## src/rtl/car_motion_if.sv

```systemverilog
`default_nettype none
// ============================================================================
// Module      : car_motion_if
// Description : Goal/request/status bundle between the goal-floor selector and
//               the car motion controller. door_hold exists only when
//               CAR_DOOR_HOLD_EN is defined.
// Revision    : 1.0 - initial release
// ============================================================================
interface car_motion_if;
    logic [1:0] gf;
    logic       led1;
    logic       led2;
    logic       led3;
    logic [1:0] floor;
    logic       moving;
    logic       dir_up;
    logic       door_open;
    logic       clr1;
    logic       clr2;
    logic       clr3;
`ifdef CAR_DOOR_HOLD_EN
    logic       door_hold;
`endif

    // master: the car motion controller
    modport master (
`ifdef CAR_DOOR_HOLD_EN
        input  door_hold,
`endif
        input  gf, led1, led2, led3,
        output floor, moving, dir_up, door_open, clr1, clr2, clr3
    );

    // slave: goal selector / request latches
    modport slave (
`ifdef CAR_DOOR_HOLD_EN
        output door_hold,
`endif
        output gf, led1, led2, led3,
        input  floor, moving, dir_up, door_open, clr1, clr2, clr3
    );
endinterface
`default_nettype wire

```

## src/rtl/car_motion.sv

```systemverilog
`default_nettype none
// ============================================================================
// Module      : car_motion
// Description : Elevator car motion controller. Steps the car one floor per
//               TRAVEL_CYCLES toward the selected goal, then opens the door for
//               DOOR_CYCLES and strobes the request clear of the current floor.
//               Optional door-hold input enabled by macro CAR_DOOR_HOLD_EN.
// Revision    : 1.0 - initial release
// ============================================================================
module car_motion #(
    parameter logic [1:0] labelF1       = 2'b00,
    parameter logic [1:0] labelF2       = 2'b01,
    parameter logic [1:0] labelF3       = 2'b10,
    parameter int         TRAVEL_CYCLES = 8,
    parameter int         DOOR_CYCLES   = 4
) (
    input  wire logic     clk,
    input  wire logic     rst_n,
    car_motion_if.master  bus
);

    localparam int c_tcnt_w = (TRAVEL_CYCLES > 1) ? $clog2(TRAVEL_CYCLES) : 1;
    localparam int c_dcnt_w = (DOOR_CYCLES > 1) ? $clog2(DOOR_CYCLES) : 1;
    localparam logic [c_tcnt_w-1:0] c_tcnt_last = c_tcnt_w'(TRAVEL_CYCLES - 1);
    localparam logic [c_dcnt_w-1:0] c_dcnt_last = c_dcnt_w'(DOOR_CYCLES - 1);

    localparam logic [1:0] c_idle = 2'd0;
    localparam logic [1:0] c_move = 2'd1;
    localparam logic [1:0] c_door = 2'd2;

    logic [1:0]          r_state;
    logic [1:0]          r_idx;
    logic [1:0]          r_tgt;
    logic [c_tcnt_w-1:0] r_tcnt;
    logic [c_dcnt_w-1:0] r_dcnt;
    logic [1:0]          r_floor;
    logic                r_moving;
    logic                r_dir_up;
    logic                r_door_open;

    logic                w_gf_valid;
    logic [1:0]          w_gf_idx;
    logic                w_gf_here;
    logic                w_led_here;
    logic [1:0]          w_next_idx;
    logic                w_hold;

    function automatic logic [1:0] idx_to_label(input logic [1:0] idx);
        case (idx)
            2'd0:    return labelF1;
            2'd1:    return labelF2;
            default: return labelF3;
        endcase
    endfunction

    always_comb begin
        w_gf_valid = 1'b1;
        w_gf_idx   = 2'd0;
        if (bus.gf == labelF1) begin
            w_gf_idx = 2'd0;
        end else if (bus.gf == labelF2) begin
            w_gf_idx = 2'd1;
        end else if (bus.gf == labelF3) begin
            w_gf_idx = 2'd2;
        end else begin
            w_gf_valid = 1'b0;
        end
    end

    always_comb begin
        w_led_here = 1'b0;
        case (r_idx)
            2'd0:    w_led_here = bus.led1;
            2'd1:    w_led_here = bus.led2;
            default: w_led_here = bus.led3;
        endcase
    end

    assign w_gf_here  = (bus.gf == r_floor);
    // Direction is fixed for the whole trip, so the next index follows dir_up
    assign w_next_idx = r_dir_up ? (r_idx + 2'd1) : (r_idx - 2'd1);

`ifdef CAR_DOOR_HOLD_EN
    assign w_hold = bus.door_hold;
`else
    assign w_hold = 1'b0;
`endif

    always_ff @(posedge clk) begin
        if (!rst_n) begin
            r_state     <= c_idle;
            r_idx       <= 2'd0;
            r_tgt       <= 2'd0;
            r_tcnt      <= '0;
            r_dcnt      <= '0;
            r_floor     <= labelF1;
            r_moving    <= 1'b0;
            r_dir_up    <= 1'b0;
            r_door_open <= 1'b0;
        end else begin
            case (r_state)
                c_idle: begin
                    if (w_gf_valid && !w_gf_here) begin
                        r_state  <= c_move;
                        r_tgt    <= w_gf_idx;
                        r_dir_up <= (w_gf_idx > r_idx);
                        r_moving <= 1'b1;
                        r_tcnt   <= '0;
                    end else if (w_gf_here && w_led_here) begin
                        r_state     <= c_door;
                        r_door_open <= 1'b1;
                        r_dcnt      <= '0;
                    end
                end
                c_move: begin
                    if (r_tcnt == c_tcnt_last) begin
                        r_tcnt  <= '0;
                        r_idx   <= w_next_idx;
                        r_floor <= idx_to_label(w_next_idx);
                        // Arrival: floor update, motion stop and door open share one edge
                        if (w_next_idx == r_tgt) begin
                            r_state     <= c_door;
                            r_moving    <= 1'b0;
                            r_door_open <= 1'b1;
                            r_dcnt      <= '0;
                        end
                    end else begin
                        r_tcnt <= r_tcnt + 1'b1;
                    end
                end
                c_door: begin
                    if (w_hold) begin
                        r_dcnt <= '0;
                    end else if (r_dcnt == c_dcnt_last) begin
                        r_state     <= c_idle;
                        r_door_open <= 1'b0;
                        r_dcnt      <= '0;
                    end else begin
                        r_dcnt <= r_dcnt + 1'b1;
                    end
                end
                default: begin
                    r_state <= c_idle;
                end
            endcase
        end
    end

    assign bus.floor     = r_floor;
    assign bus.moving    = r_moving;
    assign bus.dir_up    = r_dir_up;
    assign bus.door_open = r_door_open;
    assign bus.clr1      = (r_state == c_door) && (r_floor == labelF1) && bus.led1;
    assign bus.clr2      = (r_state == c_door) && (r_floor == labelF2) && bus.led2;
    assign bus.clr3      = (r_state == c_door) && (r_floor == labelF3) && bus.led3;

endmodule
`default_nettype wire

```

## src/flat_wrapper.sv

```systemverilog
// flat-port wrapper written by rule: the top's interface ports become plain ports
module car_motion_flat 
#(
    parameter logic [1:0] labelF1       = 2'b00,
    parameter logic [1:0] labelF2       = 2'b01,
    parameter logic [1:0] labelF3       = 2'b10,
    parameter int         TRAVEL_CYCLES = 8,
    parameter int         DOOR_CYCLES   = 4
)
  (clk, rst_n, bus_gf, bus_led1, bus_led2, bus_led3, bus_floor, bus_moving, bus_dir_up, bus_door_open, bus_clr1, bus_clr2, bus_clr3);
  car_motion_if bus_i ();
  input  wire logic clk;
  input  wire logic rst_n;
  input wire logic [$bits(bus_i.gf)-1:0] bus_gf;
  input wire logic [$bits(bus_i.led1)-1:0] bus_led1;
  input wire logic [$bits(bus_i.led2)-1:0] bus_led2;
  input wire logic [$bits(bus_i.led3)-1:0] bus_led3;
  output wire logic [$bits(bus_i.floor)-1:0] bus_floor;
  output wire logic [$bits(bus_i.moving)-1:0] bus_moving;
  output wire logic [$bits(bus_i.dir_up)-1:0] bus_dir_up;
  output wire logic [$bits(bus_i.door_open)-1:0] bus_door_open;
  output wire logic [$bits(bus_i.clr1)-1:0] bus_clr1;
  output wire logic [$bits(bus_i.clr2)-1:0] bus_clr2;
  output wire logic [$bits(bus_i.clr3)-1:0] bus_clr3;
  assign bus_i.gf = bus_gf;
  assign bus_i.led1 = bus_led1;
  assign bus_i.led2 = bus_led2;
  assign bus_i.led3 = bus_led3;
  assign bus_floor = bus_i.floor;
  assign bus_moving = bus_i.moving;
  assign bus_dir_up = bus_i.dir_up;
  assign bus_door_open = bus_i.door_open;
  assign bus_clr1 = bus_i.clr1;
  assign bus_clr2 = bus_i.clr2;
  assign bus_clr3 = bus_i.clr3;
  car_motion #(.labelF1(labelF1), .labelF2(labelF2), .labelF3(labelF3), .TRAVEL_CYCLES(TRAVEL_CYCLES), .DOOR_CYCLES(DOOR_CYCLES)) u_core (.clk(clk), .rst_n(rst_n), .bus(bus_i));
endmodule
```

## config.mk

```make
export PLATFORM = sky130hd
export DESIGN_NAME = car_motion_flat
export DESIGN_NICKNAME = d
export VERILOG_FILES = /design/src/rtl/car_motion_if.sv /design/src/rtl/car_motion.sv /design/src/flat_wrapper.sv
export SDC_FILE = /design/constraint.sdc
export NUM_CORES = 1
export LEC_CHECK = 0
export ABC_AREA = 1
export CAP_MARGIN = 20
export CORE_UTILIZATION = 55
export DETAILED_ROUTE_END_ITERATION = 10
export PLACE_DENSITY = 0.81
export SLEW_MARGIN = 25
export SYNTH_ARGS = -nofsm -noshare
export SYNTH_HDL_FRONTEND = slang
export SYNTH_SLANG_ARGS = --single-unit
```

## constraint.sdc

```tcl
create_clock -name clk -period 3.7 [get_ports clk]
set_input_delay 0.925 -clock clk [delete_from_list [all_inputs] [get_ports clk]]
set_output_delay 0.925 -clock clk [all_outputs]
set_load 0.01 [all_outputs]
```

-- Word level (Yosys, flattened, before mapping)
Index checks and enable logic that the tools add are counted.
- flip-flop bits (word level): 16
- output and inout bits: 8
- word-level logic and storage cells: 90
- $add $sub $neg: 4
- $lt $le $gt $ge: 1
- eq/ne operators: 19
- multiplexer cells: 34
- reduce and logical (&&, ||, !) cells: 23
- operator list (operator ; number):
    2-bit 2-to-1 mux ; 14
    2-bit one-hot mux with 3 select lines ; 2
    1-bit 2-to-1 mux ; 11
    2-bit by 1-bit equality test with 1-bit output (second input constant) ; 5
    2-bit zero test ; 5
    2-bit by 1-bit != test with 1-bit output (second input constant) ; 5
    2-bit equality test (second input constant) ; 4
    1-bit logical AND ; 8
    4-bit AND reduction ; 2
    3-bit 2-to-1 mux ; 2
    3-bit one-hot mux with 2 select lines ; 1
    2-bit AND reduction ; 3
    6-bit AND reduction ; 1
    5-bit AND reduction ; 1
    2-bit by 1-bit adder with 2-bit output (second input constant) ; 2
    2-bit equality test ; 2
    1-bit one-hot mux with 2 select lines ; 2
    2-bit one-hot mux with 2 select lines ; 1
    3-bit by 1-bit adder with 3-bit output (second input constant) ; 1
    3-bit equality test (second input constant) ; 1
    3-bit by 1-bit != test with 1-bit output (second input constant) ; 1
    1-bit one-hot mux with 3 select lines ; 1
    3-bit nonzero test ; 1
    2-bit > comparator ; 1
    4 further kinds ; 4

-- Depth between registers and ports, before layout
Gate-level depths: netlist (run 1).
- depth after elaboration: 7
- gate-level depth with buffers: 12
- depth with buffers taken out: 12

-- Worst setup path after synthesis (run 1)
OpenSTA, ideal clock, no wires.
- path type: input to output
- from: input port bus_led2
- to: output port bus_clr2
- arrival time: 1.267 ns
- data required time: 2.775 ns
- slack: 1.508 ns
- cell stages on the path: 2
- cell sequence: nand2_1 nor3_1
- longest elaborated chain between the ends: 1
- RTL lines (what ; RTL line ; source):
    start, declared ; flat_wrapper.sv:16 ; input wire logic [$bits(bus_i.led2)-1:0] bus_led2;
    1-bit logical AND ; car_motion.sv:154 ; assign bus.clr2 = (r_state == c_door) && (r_floor == labelF2) && bus.led2;
    end, declared ; flat_wrapper.sv:23 ; output wire logic [$bits(bus_i.clr2)-1:0] bus_clr2;
No other way between the ends.

-- Worst setup path in the final report (run 1)
- from: input port bus_led1
- to: output port bus_clr1
- longest elaborated chain between the ends: 1
- RTL lines (what ; RTL line ; source):
    start, declared ; flat_wrapper.sv:15 ; input wire logic [$bits(bus_i.led1)-1:0] bus_led1;
    1-bit logical AND ; car_motion.sv:153 ; assign bus.clr1 = (r_state == c_door) && (r_floor == labelF1) && bus.led1;
    end, declared ; flat_wrapper.sv:22 ; output wire logic [$bits(bus_i.clr1)-1:0] bus_clr1;
No other way between the ends.

==> results of run 1 <==
layer usage:
metal / vias to the layer above / global-route usage (%) / part of all wire (%)
li1: 511 / - / -
met1: 418 / 28.7 / 47
met2: 19 / 37.4 / 48
met3: 4 / 2.80 / 3.5
met4: 0 / 7.88 / 0.97
met5: - / 0 / 0
cell type report:
cell class / count / share of cell area [%]
Clock buffer: 4 / 2.97
Inverter: 29 / 8.90
Multi-Input combinational cell: 108 / 48.0
Sequential cell: 16 / 26.2
Tap cell: 25 / 2.56
Timing Repair Buffer: 14 / 11.5
worst register-to-register path, delay by kind of cell, from the launching register on:
kind	cells	cell delay, ps
buffers and inverters	2	130
adder cells (fa/ha/maj)	1	300
AND/OR/NAND/NOR	9	740
flip-flops	1	430
synth_stat cells (all sizes together):
master / count / area (um2)
nand2: 51 / 221
inv: 28 / 105
nor2: 19 / 86.3
dfxtp: 16 / 320
a21oi: 12 / 63.8
nand3: 10 / 75.1
ha: 7 / 87.6
o21ai: 6 / 30.0
nor3: 2 / 10.0
clkbuf: 1 / 5.00
clkinv: 1 / 3.75
o31ai: 1 / 12.5
state kept, by name, summed over array words and instances, names as in the netlist:
| name | count |
|---|---|
| u_core.r_idx | 2 |
| u_core.bus.dir_up | 1 |
| u_core.bus.moving | 1 |
| u_core.bus.floor | 2 |
| u_core.r_dcnt | 2 |
| u_core.r_state | 2 |
| u_core.r_tgt | 2 |
| u_core.bus.door_open | 1 |
| u_core.r_tcnt | 3 |
final timing paths:
kind	end
max	bus_clr1
min	u_core.r_tcnt[0]$_SDFFE_PN0P_
max reg2reg	u_core.bus.door_open$_SDFFE_PN0P_
min reg2reg	u_core.r_tcnt[0]$_SDFFE_PN0P_
stage by stage:
| step | power [uW] | hold slack [ps] | worst slack (ps) | cells | utilization [%] |
|---|---|---|---|---|---|
| 2_1_floorplan | 349 | 432 | 1510 | 154 | - |
| 3_3_place_gp | 389 | 451 | 614 | 192 | 68.8 |
| 3_5_place_dp | 394 | 458 | 607 | 192 | 68.8 |
| 4_1_cts | 513 | 473 | 602 | 196 | 70.9 |
| 5_1_grt | 541 | 493 | 539 | 196 | 70.9 |
| 6_report | 507 | 467 | 590 | 196 | 70.9 |
cells by family after synthesis:
group	count (synthesis)	share of synthesized area, %
simple gates	82	38.5
flops	16	31.4
buf+inv	30	11.2
fa+ha+maj	7	8.58
compound gates	19	10.4
power by group through the flow:
stage          Clock [uW]  Combinational (uW)  Sequential, uW
2_1_floorplan           0                 128             221
6_report              117                 173             217
3_3_place_gp            0                 169             220
4_1_cts               121                 174             217
5_1_grt               125                 195             220
3_5_place_dp            0                 173             221
==> run metrics, run 1 <==
status=complete, no violations; clk_skew=4.53 ps; sequential cell area=320 um2; Distinct cells, synth=20; yosys warns=0; Crit Path Class=input pin to output pin; fin nets=186; proportion of layout cells with a drive suffix above 1=between 10% and 20%; most common cell after layout, fill and taps aside=nand2_1; Worst setup EP type=output pin; setup TNS=0 ps; die height=approximately 45 um; worst skew pair latency=about 290 ps; Final HPWL DP=1530 um; CP peak stage delay=550 ps; ordered list of cells on the worst path=clkdlybuf4s50_1, nand2_1, nor3_1, clkdlybuf4s50_1; Sequential Power Share=42.8%; family with the most delay on the worst path=buffers and inverters; largest net degree at the start of global routing=10; Num CTS Buffers=3; row count=15; Antenna Nets Post-Route=0; Finished Cell Area=~1200 um2; Slowest-stage cell, CP=clkdlybuf4s50_1; Comb pwr share=between 30% and 40%; Die Width=roughly 45 um; area occupied by multi-input gates=587 um2; worst r2r src=u_core.r_idx[0]$_SDFFE_PN0P_; number of global-route vias before repair=around 840; Reg clk slew, reported paths=100 ps; # clock sinks=16; Worst Max-Slew Pin Slew=298 ps; crit path DAT=2180 ps; H-tree depth=1; DRC violations left=0; Crit. Startpoint=bus_led1; Post-CTS Setup Inserts=0; clock tree buffer depth=2; hold path depth=1; Worst R2R Setup Slack=about 2100 ps; FF-to-FF path depth=12; final WL=1960 um; core area=1730 um2; clock share of power=23.1%; Final period util=roughly 84%; hold buffers post-CTS=0; CP Data Required Time=between 2000 and 3000 ps; placed inst area=1190 um2; element type at the critical path start=input pin; Via-to-Cell Ratio=4.86; grt ovf=0; crit path buf inv count=2; Final Critical Period=approximately 3100 ps; Netlist Area Pre-Place=~1000 um2; worst IR drop on VDD=278 uV; initial core utilization=59.1%; die area=slightly above 2000 um2; Hold WC Path Type=flip-flop to flip-flop; WP depth=4; RSZ-0062 raised after global routing=no; average instance area after synthesis=6.63 um2; endpoints failing setup=0; Cells after Synth=154; # diodes=0; Fillers=around 150; GPL Wtd Cong=0.791; CTS tree=built; Final Hold Vio Count=0; 1st-iter DRT viols=29; Crit Path Max Fanout=2; post-CTS sizing=0; switching share of power=between 30% and 40%; DRT Pass-1 Iters=4; Pwr Density=~410 nW/um2; CP dominant cell by count=clkdlybuf4s50_1; Total GRT Usage=22.1%; count of state elements after synthesis=16; max_cap viols=0; P_leak=0.000563 uW; CTS Root Cell=clkbuf_4; register area share after synthesis=31.4%; Max Fclk=0.322 GHz; hold_sp=u_core.r_tcnt[0]$_SDFFE_PN0P_; Syn Nets=around 170; wire per inst=9.99 um; Port Buffers=14; synth-to-layout area growth=19.9%; first-pass GRT wire length=approximately 3400 um; most frequent cells in the layout=nand2_1, inv_1, dfxtp_1, nor2_1, clkdlybuf4s50_1; DR vias=952; initial antenna violation count=0; P_sw=180 uW; io pins=15; Slew Limit Fails=0; Int Power=327 uW; Slew HR=about four fifths
No activity file was read; power rests on OpenSTA's default activity.
==> run 2: changes to the inputs <==
--- a/config.mk
+++ b/config.mk
@@ -7,9 +7,9 @@
 export LEC_CHECK = 0
 export ABC_AREA = 1
 export CAP_MARGIN = 20
-export CORE_UTILIZATION = 55
+export CORE_UTILIZATION = 52
 export DETAILED_ROUTE_END_ITERATION = 10
-export PLACE_DENSITY = 0.81
+export PLACE_DENSITY = 0.77
 export SLEW_MARGIN = 25
 export SYNTH_ARGS = -nofsm -noshare
 export SYNTH_HDL_FRONTEND = slang
==> constraint.sdc (replaced) <==
create_clock -name clk -period 3.15 [get_ports clk]
set_input_delay 0.7875 -clock clk [delete_from_list [all_inputs] [get_ports clk]]
set_output_delay 0.7875 -clock clk [all_outputs]
set_load 0.01 [all_outputs]
==> run metrics, run 2 (same netlist as run 1, synthesis figures left out) <==
DRC violations left=0 (unchanged); Crit Path Class=input pin to output pin (unchanged); P_sw=215 uW (was 180 uW); met3 usage=2.35% (was 2.80%); WP depth=4 (unchanged); Pwr Density=489 nW/um2 (was 414 nW/um2); family with the most delay on the worst path=buffers and inverters (unchanged); initial core utilization=57.3% (was 59.1%); CP Data Required Time=2360 ps (was 2770 ps); FF-to-FF path depth=12 (unchanged); CTS tree=built (unchanged); # diodes=0 (unchanged); RSZ-0062 raised after global routing=no (unchanged); die height=46.3 um (was 45.1 um); crit path DAT=2080 ps (was 2180 ps); first-pass GRT wire length=3340 um (was 3370 um); Total Power=599 uW (was 507 uW); pre-CTS setup slack=288 ps (was 607 ps); worst skew pair latency=290 ps (about the same); post-CTS sizing=0 (unchanged); grt met1 use=27.8% (was 28.7%); Final period util=91.0%; Crit Path Max Fanout=2 (unchanged); io pins=15 (unchanged); Max Fclk=0.349 GHz; Biggest register=u_core.r_tcnt (unchanged); fin nets=186 (unchanged); final WL=2080 um (was 1960 um); clk_skew=2.97 ps (was 4.53 ps); die area=2140 um2 (was 2030 um2); Slowest-stage cell, CP=clkdlybuf4s50_1 (unchanged); Worst setup EP type=output pin (unchanged); RR Endpoint=u_core.r_dcnt[1]$_SDFFE_PN0P_ (was u_core.bus.door_open$_SDFFE_PN0P_); CTS Root Cell=clkbuf_4 (unchanged); CP dominant cell by count=clkdlybuf4s50_1 (unchanged); GPL Wtd Cong=0.861 (was 0.791); hold buffers post-CTS=0 (unchanged); synth-to-layout area growth=19.9% (unchanged); max_cap viols=0 (unchanged); endpoints failing setup=0 (unchanged); P_leak=0.000563 uW (unchanged); Final Hold Vio Count=0 (unchanged); GR Layer Usage met2=35.8% (was 37.4%); most common cell after layout, fill and taps aside=nand2_1 (unchanged); Hold WC Path Type=flip-flop to flip-flop (unchanged); Sequential Power Share=42.7% (was 42.8%); grt ovf=0 (unchanged); max reg flops=3 (unchanged); number of global-route vias before repair=802 (was 842); 1st-iter DRT viols=31 (was 29); clock share of power=23.1% (about the same); Total GRT Usage=22.3% (was 22.1%); DR vias=975 (was 952); Crit. Startpoint=bus_led1 (unchanged); initial antenna violation count=0 (unchanged); status=complete, no violations (unchanged); DRT Pass-1 Iters=4 (unchanged); Die Width=46.3 um (was 45.1 um); Via-to-Cell Ratio=4.97 (was 4.86); wire per inst=10.6 um (was 9.99 um); Final Critical Period=2870 ps; switching share of power=35.8% (was 35.5%); Int Power=384 uW (was 327 uW); # clock sinks=16 (unchanged); clock tree buffer depth=2 (unchanged); Worst Max-Slew Pin Slew=303 ps (was 298 ps); most frequent cells in the layout=nand2_1, inv_1, dfxtp_1, nor2_1, clkdlybuf4s50_1 (unchanged); Finished Cell Area=1220 um2 (unchanged); ordered list of cells on the worst path=clkdlybuf4s50_1, nand2_1, nor3_1, clkdlybuf4s50_1 (unchanged); Reg clk slew, reported paths=100 ps (about the same); gr busiest metal=met2 (unchanged); crit path buf inv count=2 (unchanged); element type at the critical path start=input pin (unchanged); Slew Limit Fails=0 (unchanged); Post-CTS Setup Inserts=0 (unchanged); hold path depth=2 (was 1); H-tree depth=1 (unchanged); Slew HR=79.8% (was 79.9%); Port Buffers=14 (unchanged); Final HPWL DP=1630 um (was 1530 um); setup TNS=0 ps (unchanged); largest net degree at the start of global routing=10 (unchanged); core area=1780 um2 (was 1730 um2); CP peak stage delay=570 ps (was 550 ps); proportion of layout cells with a drive suffix above 1=17.0% (unchanged); worst IR drop on VDD=395 uV (was 278 uV); worst r2r src=u_core.r_idx[0]$_SDFFE_PN0P_ (unchanged); Comb pwr share=34.2% (was 34.1%); placed inst area=1190 um2 (unchanged); Worst R2R Setup Slack=1490 ps (was 2080 ps); final setup margin=284 ps (was 590 ps); Antenna Nets Post-Route=0 (unchanged); Worst Setup EP=bus_clr1 (unchanged); row count=15 (unchanged); Num CTS Buffers=3 (unchanged)
-- run 2: cell counts in the layout (fill, tap and decap cells not counted) --
No cell type changed its count.
-- run 2: power by group through the flow --
stage | sequential, uW | clock, uW | combinational [uW]
after global placement | 259 | 0 | 199
after detailed placement | 259 | 0 | 207
after CTS | 255 | 144 | 207
after global routing | 261 | 150 | 229
after floorplan | 259 | 0 | 150
final | 256 | 139 | 204
-- run 2: cell type report --
class	instances	area, um2
fillers	172	559
flip-flops and latches	16	320
clock buffers	4	36.3
well taps	25	31.3
repair buffers	14	140
multi-input cells	108	587
inverters	29	109
-- run 2: layer usage --
metal	vias to the layer above	share of wire, %
met4	0	2.2
met5	-	0
li1	514	-
met1	425	47
met3	6	4.6
met2	30	46
-- run 2: worst min-delay path by stage --
stage / from / endpoint / slack (ps)
6_report: u_core.r_idx[1]$_SDFFE_PN0P_ / u_core.r_idx[1]$_SDFFE_PN0P_ / 470
3_5_place_dp: u_core.r_idx[1]$_SDFFE_PN0P_ / u_core.r_idx[1]$_SDFFE_PN0P_ / 460
4_1_cts: u_core.r_idx[1]$_SDFFE_PN0P_ / u_core.r_idx[1]$_SDFFE_PN0P_ / 470
3_3_place_gp: u_core.r_tcnt[0]$_SDFFE_PN0P_ / u_core.r_tcnt[0]$_SDFFE_PN0P_ / 450
2_1_floorplan: u_core.r_tcnt[0]$_SDFFE_PN0P_ / u_core.r_tcnt[0]$_SDFFE_PN0P_ / 430
5_1_grt: u_core.r_tgt[1]$_SDFFE_PN0P_ / u_core.r_tgt[1]$_SDFFE_PN0P_ / 500
-- run 2: stage by stage --
stage	util [%]	hold slack [ps]	instances
6_report	68.6	474	196
5_1_grt	68.6	500	196
2_1_floorplan	-	432	154
4_1_cts	68.6	472	196
3_5_place_dp	66.6	457	192
3_3_place_gp	66.6	451	192
-- run 2: worst min-delay path: stages, from the launching register on --
cell	delay, ps
dfxtp_1	320
nand2_1	60
a21oi_1	60
